`src/rtl/rv32i_ctrl_pkg.sv`:
```
// Shared encodings for the RV32I multi-cycle sequencer: opcodes, FSM states,
// instruction classes and datapath mux codes.
package rv32i_ctrl_pkg;

  localparam logic [6:0] OP_R      = 7'b0110011;
  localparam logic [6:0] OP_IALU   = 7'b0010011;
  localparam logic [6:0] OP_LOAD   = 7'b0000011;
  localparam logic [6:0] OP_STORE  = 7'b0100011;
  localparam logic [6:0] OP_BRANCH = 7'b1100011;
  localparam logic [6:0] OP_LUI    = 7'b0110111;
  localparam logic [6:0] OP_AUIPC  = 7'b0010111;
  localparam logic [6:0] OP_JAL    = 7'b1101111;
  localparam logic [6:0] OP_JALR   = 7'b1100111;

  typedef enum logic [2:0] {
    S_FETCH  = 3'd0,
    S_DECODE = 3'd1,
    S_EXEC   = 3'd2,
    S_MEM    = 3'd3,
    S_WB     = 3'd4,
    S_HALT   = 3'd5
  } state_t;

  typedef enum logic [3:0] {
    CLS_NONE,
    CLS_R,
    CLS_IALU,
    CLS_LOAD,
    CLS_STORE,
    CLS_BRANCH,
    CLS_LUI,
    CLS_AUIPC,
    CLS_JAL,
    CLS_JALR
  } insn_class_t;

  localparam logic [1:0] ALU_ADD   = 2'b00;
  localparam logic [1:0] ALU_SUB   = 2'b01;
  localparam logic [1:0] ALU_FUNCT = 2'b10;
  localparam logic [1:0] ALU_PASSB = 2'b11;

  localparam logic [1:0] PC_PLUS4  = 2'b00;
  localparam logic [1:0] PC_BRANCH = 2'b01;
  localparam logic [1:0] PC_JAL    = 2'b10;
  localparam logic [1:0] PC_JALR   = 2'b11;

  localparam logic [1:0] WB_ALU  = 2'b00;
  localparam logic [1:0] WB_LOAD = 2'b01;
  localparam logic [1:0] WB_PC4  = 2'b10;

  function automatic insn_class_t decode_class(input logic [6:0] op);
    insn_class_t cls;
    case (op)
      OP_R:      cls = CLS_R;
      OP_IALU:   cls = CLS_IALU;
      OP_LOAD:   cls = CLS_LOAD;
      OP_STORE:  cls = CLS_STORE;
      OP_BRANCH: cls = CLS_BRANCH;
      OP_LUI:    cls = CLS_LUI;
      OP_AUIPC:  cls = CLS_AUIPC;
      OP_JAL:    cls = CLS_JAL;
      OP_JALR:   cls = CLS_JALR;
      default:   cls = CLS_NONE;
    endcase
    return cls;
  endfunction

endpackage

```
`src/rtl/wait_timer.sv`:
```
// Memory wait counter: counts stalled cycles and flags the last allowed one.
// LIMIT = 0 disables expiry.
module wait_timer #(
  parameter int unsigned LIMIT = 15,
  parameter int unsigned W     = 4
) (
  input  logic clk,
  input  logic rst,
  input  logic clear,
  input  logic enable,
  output logic expired
);

  logic [W-1:0] count;

  always_ff @(posedge clk) begin
    if (rst || clear) begin
      count <= '0;
    end else if (enable) begin
      count <= count + 1'b1;
    end
  end

  // Asserted during the LIMIT-th consecutive stalled cycle.
  assign expired = (LIMIT != 0) && (count == W'(LIMIT - 1));

endmodule

```
`src/rtl/multicycle_ctrl.sv`:
```
// Multi-cycle RV32I sequencer: steps the shared datapath through
// FETCH/DECODE/EXEC/MEM/WB and handshakes with instruction/data memories.
module multicycle_ctrl
  import rv32i_ctrl_pkg::*;
#(
  parameter int unsigned MEM_TIMEOUT = 15,
  parameter int unsigned TMO_W       = 4
) (
  input  logic       clk,
  input  logic       rst,
  input  logic [6:0] opcode,
  input  logic       zero,
  input  logic       imem_ready,
  input  logic       dmem_ready,
  output logic       imem_req,
  output logic       dmem_req,
  output logic       mem_read,
  output logic       mem_write,
  output logic       ir_write,
  output logic       pc_write,
  output logic [1:0] pc_src,
  output logic [1:0] alu_op,
  output logic       alu_src1,
  output logic       alu_src2,
  output logic [1:0] mem_to_reg,
  output logic       reg_write,
  output logic       illegal,
  output logic       timeout,
  output logic [2:0] state
);

  state_t      state_q, state_d;
  insn_class_t cls_q, cls_d;
  logic        illegal_q, illegal_d;
  logic        timeout_q, timeout_d;
  logic        waiting, ready, tmo_expired;

  assign waiting = (state_q == S_FETCH) || (state_q == S_MEM);
  assign ready   = ((state_q == S_FETCH) && imem_ready) ||
                   ((state_q == S_MEM)   && dmem_ready);

  wait_timer #(
    .LIMIT (MEM_TIMEOUT),
    .W     (TMO_W)
  ) u_wait_timer (
    .clk     (clk),
    .rst     (rst),
    .clear   (!waiting || ready),
    .enable  (waiting && !ready),
    .expired (tmo_expired)
  );

  always_ff @(posedge clk) begin
    if (rst) begin
      state_q   <= S_FETCH;
      cls_q     <= CLS_NONE;
      illegal_q <= 1'b0;
      timeout_q <= 1'b0;
    end else begin
      state_q   <= state_d;
      cls_q     <= cls_d;
      illegal_q <= illegal_d;
      timeout_q <= timeout_d;
    end
  end

  always_comb begin
    state_d    = state_q;
    cls_d      = cls_q;
    illegal_d  = illegal_q;
    timeout_d  = timeout_q;
    imem_req   = 1'b0;
    dmem_req   = 1'b0;
    mem_read   = 1'b0;
    mem_write  = 1'b0;
    ir_write   = 1'b0;
    pc_write   = 1'b0;
    pc_src     = PC_PLUS4;
    alu_op     = ALU_ADD;
    alu_src1   = 1'b0;
    alu_src2   = 1'b0;
    mem_to_reg = WB_ALU;
    reg_write  = 1'b0;

    case (state_q)
      S_FETCH: begin
        imem_req = 1'b1;
        if (imem_ready) begin
          ir_write = 1'b1;
          pc_write = 1'b1;
          pc_src   = PC_PLUS4;
          state_d  = S_DECODE;
        end else if (tmo_expired) begin
          timeout_d = 1'b1;
          state_d   = S_HALT;
        end
      end
      S_DECODE: begin
        cls_d = decode_class(opcode);
        if (decode_class(opcode) == CLS_NONE) begin
          illegal_d = 1'b1;
          state_d   = S_HALT;
        end else begin
          state_d = S_EXEC;
        end
      end
      S_EXEC: begin
        state_d = S_WB;
        case (cls_q)
          CLS_R: alu_op = ALU_FUNCT;
          CLS_IALU: begin
            alu_op   = ALU_FUNCT;
            alu_src2 = 1'b1;
          end
          CLS_LOAD, CLS_STORE: begin
            alu_op   = ALU_ADD;
            alu_src2 = 1'b1;
            state_d  = S_MEM;
          end
          CLS_BRANCH: begin
            alu_op   = ALU_SUB;
            pc_write = zero;
            pc_src   = PC_BRANCH;
            state_d  = S_FETCH;
          end
          CLS_LUI: begin
            alu_op   = ALU_PASSB;
            alu_src2 = 1'b1;
          end
          CLS_AUIPC: begin
            alu_op   = ALU_ADD;
            alu_src1 = 1'b1;
            alu_src2 = 1'b1;
          end
          CLS_JAL: begin
            pc_write = 1'b1;
            pc_src   = PC_JAL;
          end
          CLS_JALR: begin
            alu_op   = ALU_ADD;
            alu_src2 = 1'b1;
            pc_write = 1'b1;
            pc_src   = PC_JALR;
          end
          default: state_d = S_HALT;
        endcase
      end
      S_MEM: begin
        dmem_req  = 1'b1;
        mem_read  = (cls_q == CLS_LOAD);
        mem_write = (cls_q == CLS_STORE);
        if (dmem_ready) begin
          state_d = (cls_q == CLS_LOAD) ? S_WB : S_FETCH;
        end else if (tmo_expired) begin
          timeout_d = 1'b1;
          state_d   = S_HALT;
        end
      end
      S_WB: begin
        reg_write = 1'b1;
        case (cls_q)
          CLS_LOAD:          mem_to_reg = WB_LOAD;
          CLS_JAL, CLS_JALR: mem_to_reg = WB_PC4;
          default:           mem_to_reg = WB_ALU;
        endcase
        state_d = S_FETCH;
      end
      S_HALT: state_d = S_HALT;
      default: state_d = S_HALT;
    endcase

    // Reset masks every strobe in the same cycle, so an in-flight request drops at once.
    if (rst) begin
      imem_req   = 1'b0;
      dmem_req   = 1'b0;
      mem_read   = 1'b0;
      mem_write  = 1'b0;
      ir_write   = 1'b0;
      pc_write   = 1'b0;
      pc_src     = '0;
      alu_op     = '0;
      alu_src1   = 1'b0;
      alu_src2   = 1'b0;
      mem_to_reg = '0;
      reg_write  = 1'b0;
    end
  end

  assign illegal = illegal_q && !rst;
  assign timeout = timeout_q && !rst;
  assign state   = rst ? 3'd0 : state_q;

endmodule

```
`config.mk`:
```
export PLATFORM = sky130hd
export DESIGN_NAME = multicycle_ctrl
export DESIGN_NICKNAME = d
export VERILOG_FILES = /design/src/rtl/rv32i_ctrl_pkg.sv /design/src/rtl/wait_timer.sv /design/src/rtl/multicycle_ctrl.sv
export SDC_FILE = /design/constraint.sdc
export NUM_CORES = 1
export LEC_CHECK = 0
export BUFFER_PORTS_ARGS = -buffer_cell sky130_fd_sc_hd__buf_2
export CAP_MARGIN = 40
export CORE_MARGIN = 5
export CORE_UTILIZATION = 30
export DETAILED_ROUTE_END_ITERATION = 16
export MAX_ROUTING_LAYER = met4
export PLACE_DENSITY = 0.58
export SLEW_MARGIN = 20
export SYNTH_ARGS = -nofsm -noshare
export SYNTH_HDL_FRONTEND = slang
export SYNTH_SLANG_ARGS = --single-unit
```
`constraint.sdc`:
```
create_clock -name clk -period 1.7 [get_ports clk]
set_clock_uncertainty 0.1 [all_clocks]
set_input_delay 0.085 -clock clk [delete_from_list [all_inputs] [get_ports clk]]
set_output_delay 0.085 -clock clk [all_outputs]
set_load 0.01 [all_outputs]
```
==> results.py, run 1 <==
metrics = {
    "routing": {
        "drc_errors": 0,
        "dr_total_vias": 1101,
        "detail_route.wirelength_um": 2720,
        "postRouteAntennaNets": 0,
        "detail_route.iter0.violations": 65,
        "firstDrtPassIters": 5,
        "avgViaCountPerCell": 4.89,
        "routed_wire_length_per_instance_um": 12.1,
    },
    "finish": {
        "fill_cells": 365,
        "mostFrequentLayoutCells": "31 x sky130_fd_sc_hd__buf_2, 18 x sky130_fd_sc_hd__nor2_1, 13 x sky130_fd_sc_hd__buf_4",
        "antenna-diode-count": 0,
        "multi_input_gate_area_um2": 768,
        "flow.area_growth_from_synthesis_pct": 40.2,
        "drive_above_1_share_pct": 41.9,
        "area.sequential_um2": 272,
        "nets": 194,
        "final_cell_area_um2": 1440,
        "most_frequent_standard_cell_in_the_layout_excluding_fill_and_tap_cells": "sky130_fd_sc_hd__buf_2",
    },
    "critical_path": {
        "path_class": "flip-flop to primary output",
        "regToRegStartpoint": "state_q[1]",
        "worst-r2r-cell-count": 5,
        "setup.worst_path.end_class": "primary output",
        "worstPathRequired_ns": 1.51,
        "timing.reg2reg.setup_slack_ns": 0.05,
        "worstSetupStartpointType": "flip-flop",
        "r2r-end": "state_q[2]",
        "cp_max_fo": 4,
        "worst_ep_arrival_time_ns": 1.49,
    },
    "clocking": {
        "cts-buffers-inserted": 3,
        "cts_buffer_depth": 2,
        "clkSlewWorstSetupHoldPaths_ns": 0.08,
        "clock_sink_count": 13,
        "cts_root_buffer": "sky130_fd_sc_hd__clkbuf_4",
        "cts_max_level": 1,
        "worst_skew_pair.late_latency_ns": 0.27,
        "cts_tree": "yes",
    },
    "pwr": {
        "power.net_switching_mw": 0.245,
        "vdd.ir_drop.worst_v": 0.000229,
        "combinationalPowerShare_pct": 32.1,
        "p_per_area_nw_per_um2": 539,
        "total_power_mw": 0.774,
        "seq_power_share_pct": 44.0,
        "p_int_mw": 0.530,
        "switching_share_pct": 31.6,
        "total_leakage_power_nw": 0.625,
        "p_clk_share_pct": 23.9,
    },
    "synth": {
        "yosys_warnings": 0,
        "yosysTopAreaCell": "sky130_fd_sc_hd__dfxtp_1",
        "yosys_most_used_dff": "sky130_fd_sc_hd__dfxtp_1",
        "synth.yosys.seq_area_share_pct": 25.4,
        "gate_count_after_technology_mapping": 139,
        "seq_cells_post_synth": 13,
        "synth.distinct_cells": 45,
        "synth_top_cell_area_share_pct": 25.4,
        "synth_async_sr_flop_share_pct": 0,
        "synth.avg_cell_area_um2": 7.37,
        "netlist_top_cells_area": "sky130_fd_sc_hd__dfxtp_1 25%, sky130_fd_sc_hd__nor2_1 6.6%, sky130_fd_sc_hd__nand3b_1 3.7%",
        "synth.cell_area_um2": 1020,
        "synth_enable_flop_cells": 0,
        "synthesis.nets": 153,
    },
    "floorplanning": {
        "area_of_the_core_um2": 3310,
        "initial_core_util_pct": 31.0,
        "std_cell_rows": 21,
        "die_area_um2": 4680,
        "die_x_um": 68.4,
        "die_height_um": 68.4,
        "ios": 32,
    },
    "place": {
        "place_hpwl_um": 2100,
        "gpl.final_weighted_congestion": 0.832,
        "post-place-ws_ns": 0.0546,
        "io_buffer_count": 31,
        "placed_cell_area_um2": 1280,
    },
    "sta": {
        "finalSetupTns_ns": 0,
        "setup_viol": 0,
        "setup_slack_ns": 0.0204,
        "slew-limit-headroom_pct": 71.0,
        "tightest_slew_ns": 0.424,
        "grt_setup_unrepaired": "true",
        "fin_crit_sh_pct": 98.8,
        "final_period_minus_worst_setup_slack_ns": 1.68,
        "hold_viol_final": 0,
        "fmaxAchievable_ghz": 0.595,
        "maxSlewViolCount": 0,
    },
    "worst_hold_path": {
        "hold_crit_path_type": "input pin to flip-flop",
        "hp-start": "opcode[3]",
        "whs_path_depth": 4,
        "hold-path-endpoint": "cls_q[2]",
    },
    "global_route": {
        "grt_start_max_net_pins": 17,
        "grt_pass1_wl_um": 4600,
        "first_global_vias": 1037,
        "gr-total-overflow": 0,
        "antenna_found_initial": 0,
        "track_usage_pct": 13.0,
    },
    "run_status": {
        "outcome": "finished, final reports clean",
    },
    "flow_run": {
        "maxCapViolations": 0,
    },
}
## state kept, by name, indices dropped and copies added (netlist names)
signal / count
u_wait_timer.count: 4
illegal_q: 1
timeout_q: 1
state_q: 3
cls_q: 4
## final cells by class
| cell class | instances | area share, % |
|---|---|---|
| Timing Repair Buffer | 46 | 19.2 |
| Sequential cell | 13 | 18.9 |
| Tap cell | 46 | 4.01 |
| Multi-Input combinational cell | 106 | 53.5 |
| Clock buffer | 4 | 1.83 |
| Inverter | 10 | 2.61 |
## kinds of logic (layout without fill, tap and decap cells)
family | Yosys count | in the layout | synth area share [%]
AND/OR/NAND/NOR | 67 | 67 | 36.5
AO/OA/AOI/OAI | 33 | 33 | 23.9
buffers and inverters | 20 | 60 | 8.30
flip-flops | 13 | 13 | 25.4
XOR/XNOR | 4 | 4 | 3.42
adder cells (fa/ha/maj) | 2 | 2 | 2.44
## per-stage QoR
stage | util [%] | cells | hold WS [ns]
floorplan | - | 139 | 0.182
global placement | 38.7 | 218 | 0.329
detailed placement | 38.7 | 218 | 0.332
CTS | 41.3 | 224 | 0.0389
global route | 43.4 | 225 | 0.0765
finish | 43.4 | 225 | 0.0393
## Yosys cell counts (3+ instances only)
library cell               instances
sky130_fd_sc_hd__a21oi_1           5
sky130_fd_sc_hd__clkbuf_1          7
sky130_fd_sc_hd__dfxtp_1          13
sky130_fd_sc_hd__inv_1             8
sky130_fd_sc_hd__nand2_1           7
sky130_fd_sc_hd__nand2b_1          5
sky130_fd_sc_hd__nand3_1           3
sky130_fd_sc_hd__nand3b_1          5
sky130_fd_sc_hd__nor2_1           18
sky130_fd_sc_hd__nor2b_1           6
sky130_fd_sc_hd__nor3_1            7
sky130_fd_sc_hd__nor4_1            3
sky130_fd_sc_hd__o211ai_1          3
sky130_fd_sc_hd__o21ai_0           5
sky130_fd_sc_hd__or3_1             4
## critical path, cell delays in order (launching register included)
cell and delay, ns:
sky130_fd_sc_hd__dfxtp_4 0.36, sky130_fd_sc_hd__buf_6 0.12, sky130_fd_sc_hd__buf_6 0.12, sky130_fd_sc_hd__nor4_4 0.26, sky130_fd_sc_hd__nand2_1 0.13, sky130_fd_sc_hd__o31ai_2 0.08, sky130_fd_sc_hd__buf_2 0.16
## how the worst max path moves through the flow
| stage | startpoint | to | depth (start not counted) |
|---|---|---|---|
| after CTS | state_q[1] | pc_write | 6 |
| after global placement | state_q[0] | state_q[0] | 3 |
| after detailed placement | state_q[1] | alu_src1 | 4 |
| after global routing | state_q[1] | pc_write | 6 |
| final | state_q[1] | pc_write | 6 |
| after floorplan | cls_q[0] | state_q[0] | 5 |
## power by group through the flow
stage	clock (mW)	sequential, mW	combinational, mW
finish	0.185	0.341	0.248
global route	0.210	0.344	0.275
CTS	0.192	0.340	0.228
detailed placement	0	0.346	0.219
global placement	0	0.346	0.216
floorplan	0	0.338	0.142
## per-layer routing
layer  global-route usage, %  up-vias  wire length, um
li1                        -      574                -
met1                    16.2      494             1260
met4                    6.70        0               39
met5                       -        -                0
met3                    1.81        4              128
met2                    20.4       29             1290
## what timing repair did
action | CTS | global route
buffers inserted | 2 | 1
endpoints found under the setup margin | 7 | 12
resized for setup | 12 | 14
pin swaps | 2 | 4
hold buffers | 0 | 0
hold endpoints to repair | 0 | 0
Note: power is estimated with default switching activity, not from simulation.
==> run 2: changes to the inputs <==
Settings changed: ABC_AREA from default to 0, RECOVER_POWER from default to 100, SYNTH_HIERARCHICAL from default to 1.
==> run 2 against run 1 <==
Against the previous run:
- wire length rose by 9.9%
- clock power rose by 5%
- sequential share of layout area fell by 0.66 points
- sequential power fell by 4%
- critical path type unchanged
==> results.py, run 2 <==
metrics = {
    "pwr": {
        "p_int_mw": 0.529,
        "combinationalPowerShare_pct": 31.9,
        "p_clk_share_pct": 25.3,
        "power.net_switching_mw": 0.242,
        "total_leakage_power_nw": 0.618,
        "switching_share_pct": 31.4,
        "p_per_area_nw_per_um2": 506,
        "seq_power_share_pct": 42.7,
        "vdd.ir_drop.worst_v": 0.000186,
    },
    "global_route": {
        "first_global_vias": 1105,
        "grt_start_max_net_pins": 17,
        "gr-total-overflow": 0,
        "grt_pass1_wl_um": 4860,
        "antenna_found_initial": 0,
        "track_usage_pct": 12.0,
    },
    "clocking": {
        "cts_max_level": 1,
        "cts_buffer_depth": 2,
        "clock_sink_count": 13,
        "cts_root_buffer": "sky130_fd_sc_hd__clkbuf_4",
        "cts_tree": "yes",
        "cts-buffers-inserted": 3,
        "clkSlewWorstSetupHoldPaths_ns": 0.08,
        "worst_skew_pair.late_latency_ns": 0.28,
    },
    "sta": {
        "tightest_slew_ns": 0.305,
        "slew-limit-headroom_pct": 79.4,
        "grt_setup_unrepaired": "true",
        "hold_viol_final": 0,
        "maxSlewViolCount": 0,
        "final_period_minus_worst_setup_slack_ns": 1.66,
        "worst_hold_slack_ns": 0.0270,
        "setup_slack_ns": 0.0425,
        "fmaxAchievable_ghz": 0.603,
        "fin_crit_sh_pct": 97.5,
        "setup_viol": 0,
    },
    "finish": {
        "antenna-diode-count": 0,
        "most_frequent_standard_cell_in_the_layout_excluding_fill_and_tap_cells": "sky130_fd_sc_hd__buf_2",
        "flow.area_growth_from_synthesis_pct": 43.7,
        "drive_above_1_share_pct": 39.8,
        "reg.largest.list": "cls_q x4, u_wait_timer/count x4, state_q x3",
        "final_cell_area_um2": 1520,
        "fill_cells": 325,
        "nets": 206,
        "mostFrequentLayoutCells": "29 x sky130_fd_sc_hd__buf_2, 17 x sky130_fd_sc_hd__buf_4, 16 x sky130_fd_sc_hd__nor2_1",
    },
    "critical_path": {
        "worstSetupStartpointType": "flip-flop",
        "path_class": "flip-flop to primary output",
        "worst_ep_arrival_time_ns": 1.47,
        "worstPathRequired_ns": 1.51,
        "cp_max_fo": 5,
        "setup.worst_path.end_class": "primary output",
        "timing.reg2reg.setup_slack_ns": 0.10,
    },
    "worst_hold_path": {
        "hold_crit_path_type": "input pin to flip-flop",
    },
    "synth": {
        "yosys.cell_count.top_type": "sky130_fd_sc_hd__nor2_1",
        "netlist_top_cells_area": "sky130_fd_sc_hd__dfxtp_1 25%, sky130_fd_sc_hd__nor2_1 6.0%, sky130_fd_sc_hd__nor2b_1 5.9%",
        "synth.distinct_cells": 47,
        "seq_cells_post_synth": 13,
        "synth_enable_flop_cells": 0,
        "synth_top_cell_area_share_pct": 24.6,
        "synth.yosys.seq_area_share_pct": 24.6,
        "yosys_most_used_dff": "sky130_fd_sc_hd__dfxtp_1",
        "synth_async_sr_flop_share_pct": 0,
        "synth.avg_cell_area_um2": 7.36,
        "yosysTopAreaCell": "sky130_fd_sc_hd__dfxtp_1",
        "gate_count_after_technology_mapping": 144,
        "synthesis.nets": 158,
        "yosys_warnings": 6,
        "synth.cell_area_um2": 1060,
        "most_common_library_cells_after_synthesis": "17 x sky130_fd_sc_hd__nor2_1, 13 x sky130_fd_sc_hd__dfxtp_1, 10 x sky130_fd_sc_hd__nor2b_1, 9 x sky130_fd_sc_hd__a21oi_1",
    },
    "floorplanning": {
        "std_cell_rows": 21,
        "die_area_um2": 4820,
        "die_x_um": 69.4,
        "ios": 32,
        "initial_core_util_pct": 31.3,
        "area_of_the_core_um2": 3390,
        "die_height_um": 69.4,
    },
    "flow_run": {
        "maxCapViolations": 0,
    },
    "place": {
        "io_buffer_count": 31,
        "place_hpwl_um": 2160,
        "placed_cell_area_um2": 1290,
        "post-place-ws_ns": 0.0571,
        "gpl.final_weighted_congestion": 0.823,
    },
    "routing": {
        "detail_route.iter0.violations": 91,
        "drc_errors": 0,
        "detail_route.wirelength_um": 2990,
        "firstDrtPassIters": 4,
        "dr_total_vias": 1206,
        "routed_wire_length_per_instance_um": 12.6,
        "postRouteAntennaNets": 0,
        "avgViaCountPerCell": 5.09,
    },
    "run_status": {
        "outcome": "finished, final reports clean",
    },
}
-- run 2: cell types whose count changed after synthesis, sizes merged, moves of 3 or more --
cell    delta
clkbuf     -4
a22oi      +3
o211ai     -4
nand3b     +3
a21oi      +3
nor2b      +4
buf        +4
or3        -3
-- run 2: power by group through the flow --
stage          logic [mW]  clock network [mW]  registers [mW]
2_1_floorplan       0.129                   0           0.333
3_3_place_gp        0.188                   0           0.337
3_5_place_dp        0.192                   0           0.338
4_1_cts             0.208               0.199           0.329
5_1_grt             0.271               0.216           0.333
6_report            0.246               0.195           0.329
-- run 2: critical path, cell delays in order, from the launching register on --
cell,delay [ns]
sky130_fd_sc_hd__dfxtp_4,0.36
sky130_fd_sc_hd__buf_8,0.13
sky130_fd_sc_hd__nor2_4,0.08
sky130_fd_sc_hd__nand3b_1,0.18
sky130_fd_sc_hd__buf_6,0.18
sky130_fd_sc_hd__nor3_2,0.13
sky130_fd_sc_hd__buf_2,0.15
-- run 2: cells by family after synthesis --
logic type	synth area share, %
adder cells (fa/ha/maj)	2.36
buffers and inverters	7.56
flip-flops	24.6
multiplexers	1.06
AO/OA/AOI/OAI	24.0
AND/OR/NAND/NOR	38.0
XOR/XNOR	2.48
-- run 2: through the flow --
| step | power, mW | util, % | instances | TNS, ns |
|---|---|---|---|---|
| global route | 0.820 | 44.9 | 237 | -0.155 |
| global placement | 0.525 | 38.1 | 218 | 0 |
| detailed placement | 0.530 | 38.1 | 218 | 0 |
| floorplan | 0.462 | - | 144 | 0 |
| CTS | 0.736 | 41.5 | 229 | 0 |
| finish | 0.771 | 44.9 | 237 | 0 |
-- run 2: path summary, 6_finish.rpt --
kind	startpoint	endpoint	depth (start not counted)
max reg2reg	state_q[0]	state_q[0]	6
min reg2reg	illegal_q	illegal_q	2
min	opcode[3]	cls_q[0]	4
max	state_q[0]	alu_op[0]	6
-- run 2: layout make-up --
type                            instances  area, um2  share of cell area, %
Sequential cell                        13        278                   18.2
Clock buffer                            4       26.3                   1.73
Inverter                                9       33.8                   2.22
Multi-Input combinational cell        112        790                   51.8
Timing Repair Buffer                   53        338                   22.2
Tap cell                               46       57.6                   3.78
-- run 2: timing repair --
action                     4_1_cts  5_1_grt
pin swaps                        1        7
hold endpoints to repair         1        0
setup endpoints to repair        4       13
hold buffers                     2        0
setup buffers                    5        8
resized for setup               13       15
-- run 2: per-layer routing --
layer	part of all wire [%]	global-route usage, %
met3	2.9	1.30
met4	1.1	3.90
met5	0	-
met2	50	20.7
met1	46	14.6
==> run 3: changes to the inputs <==
Settings changed: REMOVE_ABC_BUFFERS from default to 1, SYNTH_HIERARCHICAL 1 to default.
==> run 3 against run 2 <==
Against the previous run:
- final cell count is 3.8% lower
- critical path depth is 2 lower
- largest power group unchanged
- global-route usage is 0.54 points higher
- worst setup slack worse by 0.026 ns
==> results.py, run 3 (synthesis gave the netlist of run 1 again) <==
metrics = {
    "floorplanning": {
        "area_of_the_core_um2": 3310,
        "die_x_um": 68.4,
        "ios": 32,
        "initial_core_util_pct": 31.0,
        "die_height_um": 68.4,
        "std_cell_rows": 21,
        "die_area_um2": 4680,
    },
    "sta": {
        "final_period_minus_worst_setup_slack_ns": 1.68,
        "setup_viol": 0,
        "fin_crit_sh_pct": 99.0,
        "hold_viol_final": 0,
        "slew-limit-headroom_pct": 68.2,
        "fmaxAchievable_ghz": 0.594,
        "setup_slack_ns": 0.0168,
        "grt_setup_unrepaired": "true",
        "tightest_slew_ns": 0.465,
        "maxSlewViolCount": 0,
    },
    "clocking": {
        "cts_buffer_depth": 2,
        "worst_skew_pair.late_latency_ns": 0.28,
        "cts_tree": "yes",
        "cts_max_level": 1,
        "clock_sink_count": 13,
        "cts_root_buffer": "sky130_fd_sc_hd__clkbuf_4",
        "clkSlewWorstSetupHoldPaths_ns": 0.08,
        "cts-buffers-inserted": 3,
    },
    "critical_path": {
        "path_class": "flip-flop to primary output",
        "worstSetupStartpointType": "flip-flop",
        "worstPathRequired_ns": 1.51,
        "setup.worst_path.end_class": "primary output",
        "cp_max_fo": 6,
        "worst_ep_arrival_time_ns": 1.50,
    },
    "pwr": {
        "p_per_area_nw_per_um2": 537,
        "total_leakage_power_nw": 0.615,
        "vdd.ir_drop.worst_v": 0.000241,
    },
    "finish": {
        "fill_cells": 369,
        "nets": 197,
        "reg.largest.list": "cls_q x4, u_wait_timer.count x4, state_q x3",
        "drive_above_1_share_pct": 40.1,
        "most_frequent_standard_cell_in_the_layout_excluding_fill_and_tap_cells": "sky130_fd_sc_hd__buf_2",
        "mostFrequentLayoutCells": "28 x sky130_fd_sc_hd__buf_2, 18 x sky130_fd_sc_hd__nor2_1, 15 x sky130_fd_sc_hd__buf_4",
        "final_cell_area_um2": 1440,
        "flow.area_growth_from_synthesis_pct": 40.7,
        "area.sequential_um2": 278,
        "multi_input_gate_area_um2": 764,
        "antenna-diode-count": 0,
    },
    "place": {
        "placed_cell_area_um2": 1290,
        "io_buffer_count": 31,
        "gpl.final_weighted_congestion": 0.780,
        "place_hpwl_um": 2060,
        "post-place-ws_ns": 0.0391,
    },
    "routing": {
        "detail_route.iter0.violations": 36,
        "avgViaCountPerCell": 4.96,
        "firstDrtPassIters": 4,
        "postRouteAntennaNets": 0,
        "drc_errors": 0,
        "detail_route.wirelength_um": 2720,
        "dr_total_vias": 1132,
        "routed_wire_length_per_instance_um": 11.9,
    },
    "run_status": {
        "outcome": "finished, final reports clean",
    },
    "global_route": {
        "track_usage_pct": 12.5,
        "antenna_found_initial": 0,
        "grt_start_max_net_pins": 17,
        "first_global_vias": 1048,
        "grt_pass1_wl_um": 4460,
        "gr-total-overflow": 0,
    },
    "flow_run": {
        "maxCapViolations": 0,
    },
    "worst_hold_path": {
        "hold_crit_path_type": "input pin to flip-flop",
    },
}
run 3: stage by stage:
stage,util [%],cells,total power [mW],TNS (ns),hold slack (ns)
floorplan,-,129,0.465,-0.0166,0.0474
global placement,38.9,219,0.561,0,0.324
detailed placement,38.9,219,0.563,0,0.336
CTS,41.1,226,0.765,-0.0164,0.0321
global route,43.5,228,0.832,-0.420,0.0539
finish,43.5,228,0.774,0,0.0278
run 3: final timing paths:
path	startpoint	endpoint	slack [ns]	cells past startpoint
worst min register to register	illegal_q	illegal_q	0.37	2
worst max register to register	state_q[0]	state_q[2]	0.04	5
worst max-delay path	state_q[0]	pc_write	0.02	4
worst min-delay path	opcode[3]	cls_q[2]	0.03	4
run 3: timing repair:
action	4_1_cts	5_1_grt
buffers inserted	3	2
hold buffers	0	0
resized for setup	8	20
hold endpoints to repair	0	0
pin swaps	0	5
setup endpoints to repair	11	10
run 3: layout make-up:
| type | count | share of cell area (%) |
|---|---|---|
| multi-input combinational | 106 | 53.0 |
| sequential | 13 | 19.3 |
| tap | 46 | 3.99 |
| inverter | 10 | 2.60 |
| timing repair buffer | 49 | 19.2 |
| clock inverter | 1 | 0.347 |
| clock buffer | 3 | 1.56 |
run 3: power by group:
part | internal [mW] | switching, mW | total, mW
Clock | 0.0873 | 0.105 | 0.192
Sequential | 0.321 | 0.0192 | 0.341
Combinational | 0.112 | 0.129 | 0.241
run 3: layer usage:
layer | part of all wire, % | up-vias | track usage (%)
met1 | 43 | 529 | 15.1
met5 | 0 | - | -
met2 | 52 | 20 | 22.1
li1 | - | 580 | -
met4 | 0.40 | 0 | 2.23
met3 | 4.4 | 3 | 1.97
run 3: worst max-delay path, cell delays in order (launching register included):
cell,delay (ns)
sky130_fd_sc_hd__dfxtp_4,0.37
sky130_fd_sc_hd__buf_2,0.14
sky130_fd_sc_hd__or3_4,0.39
sky130_fd_sc_hd__o31ai_4,0.17
sky130_fd_sc_hd__buf_2,0.16
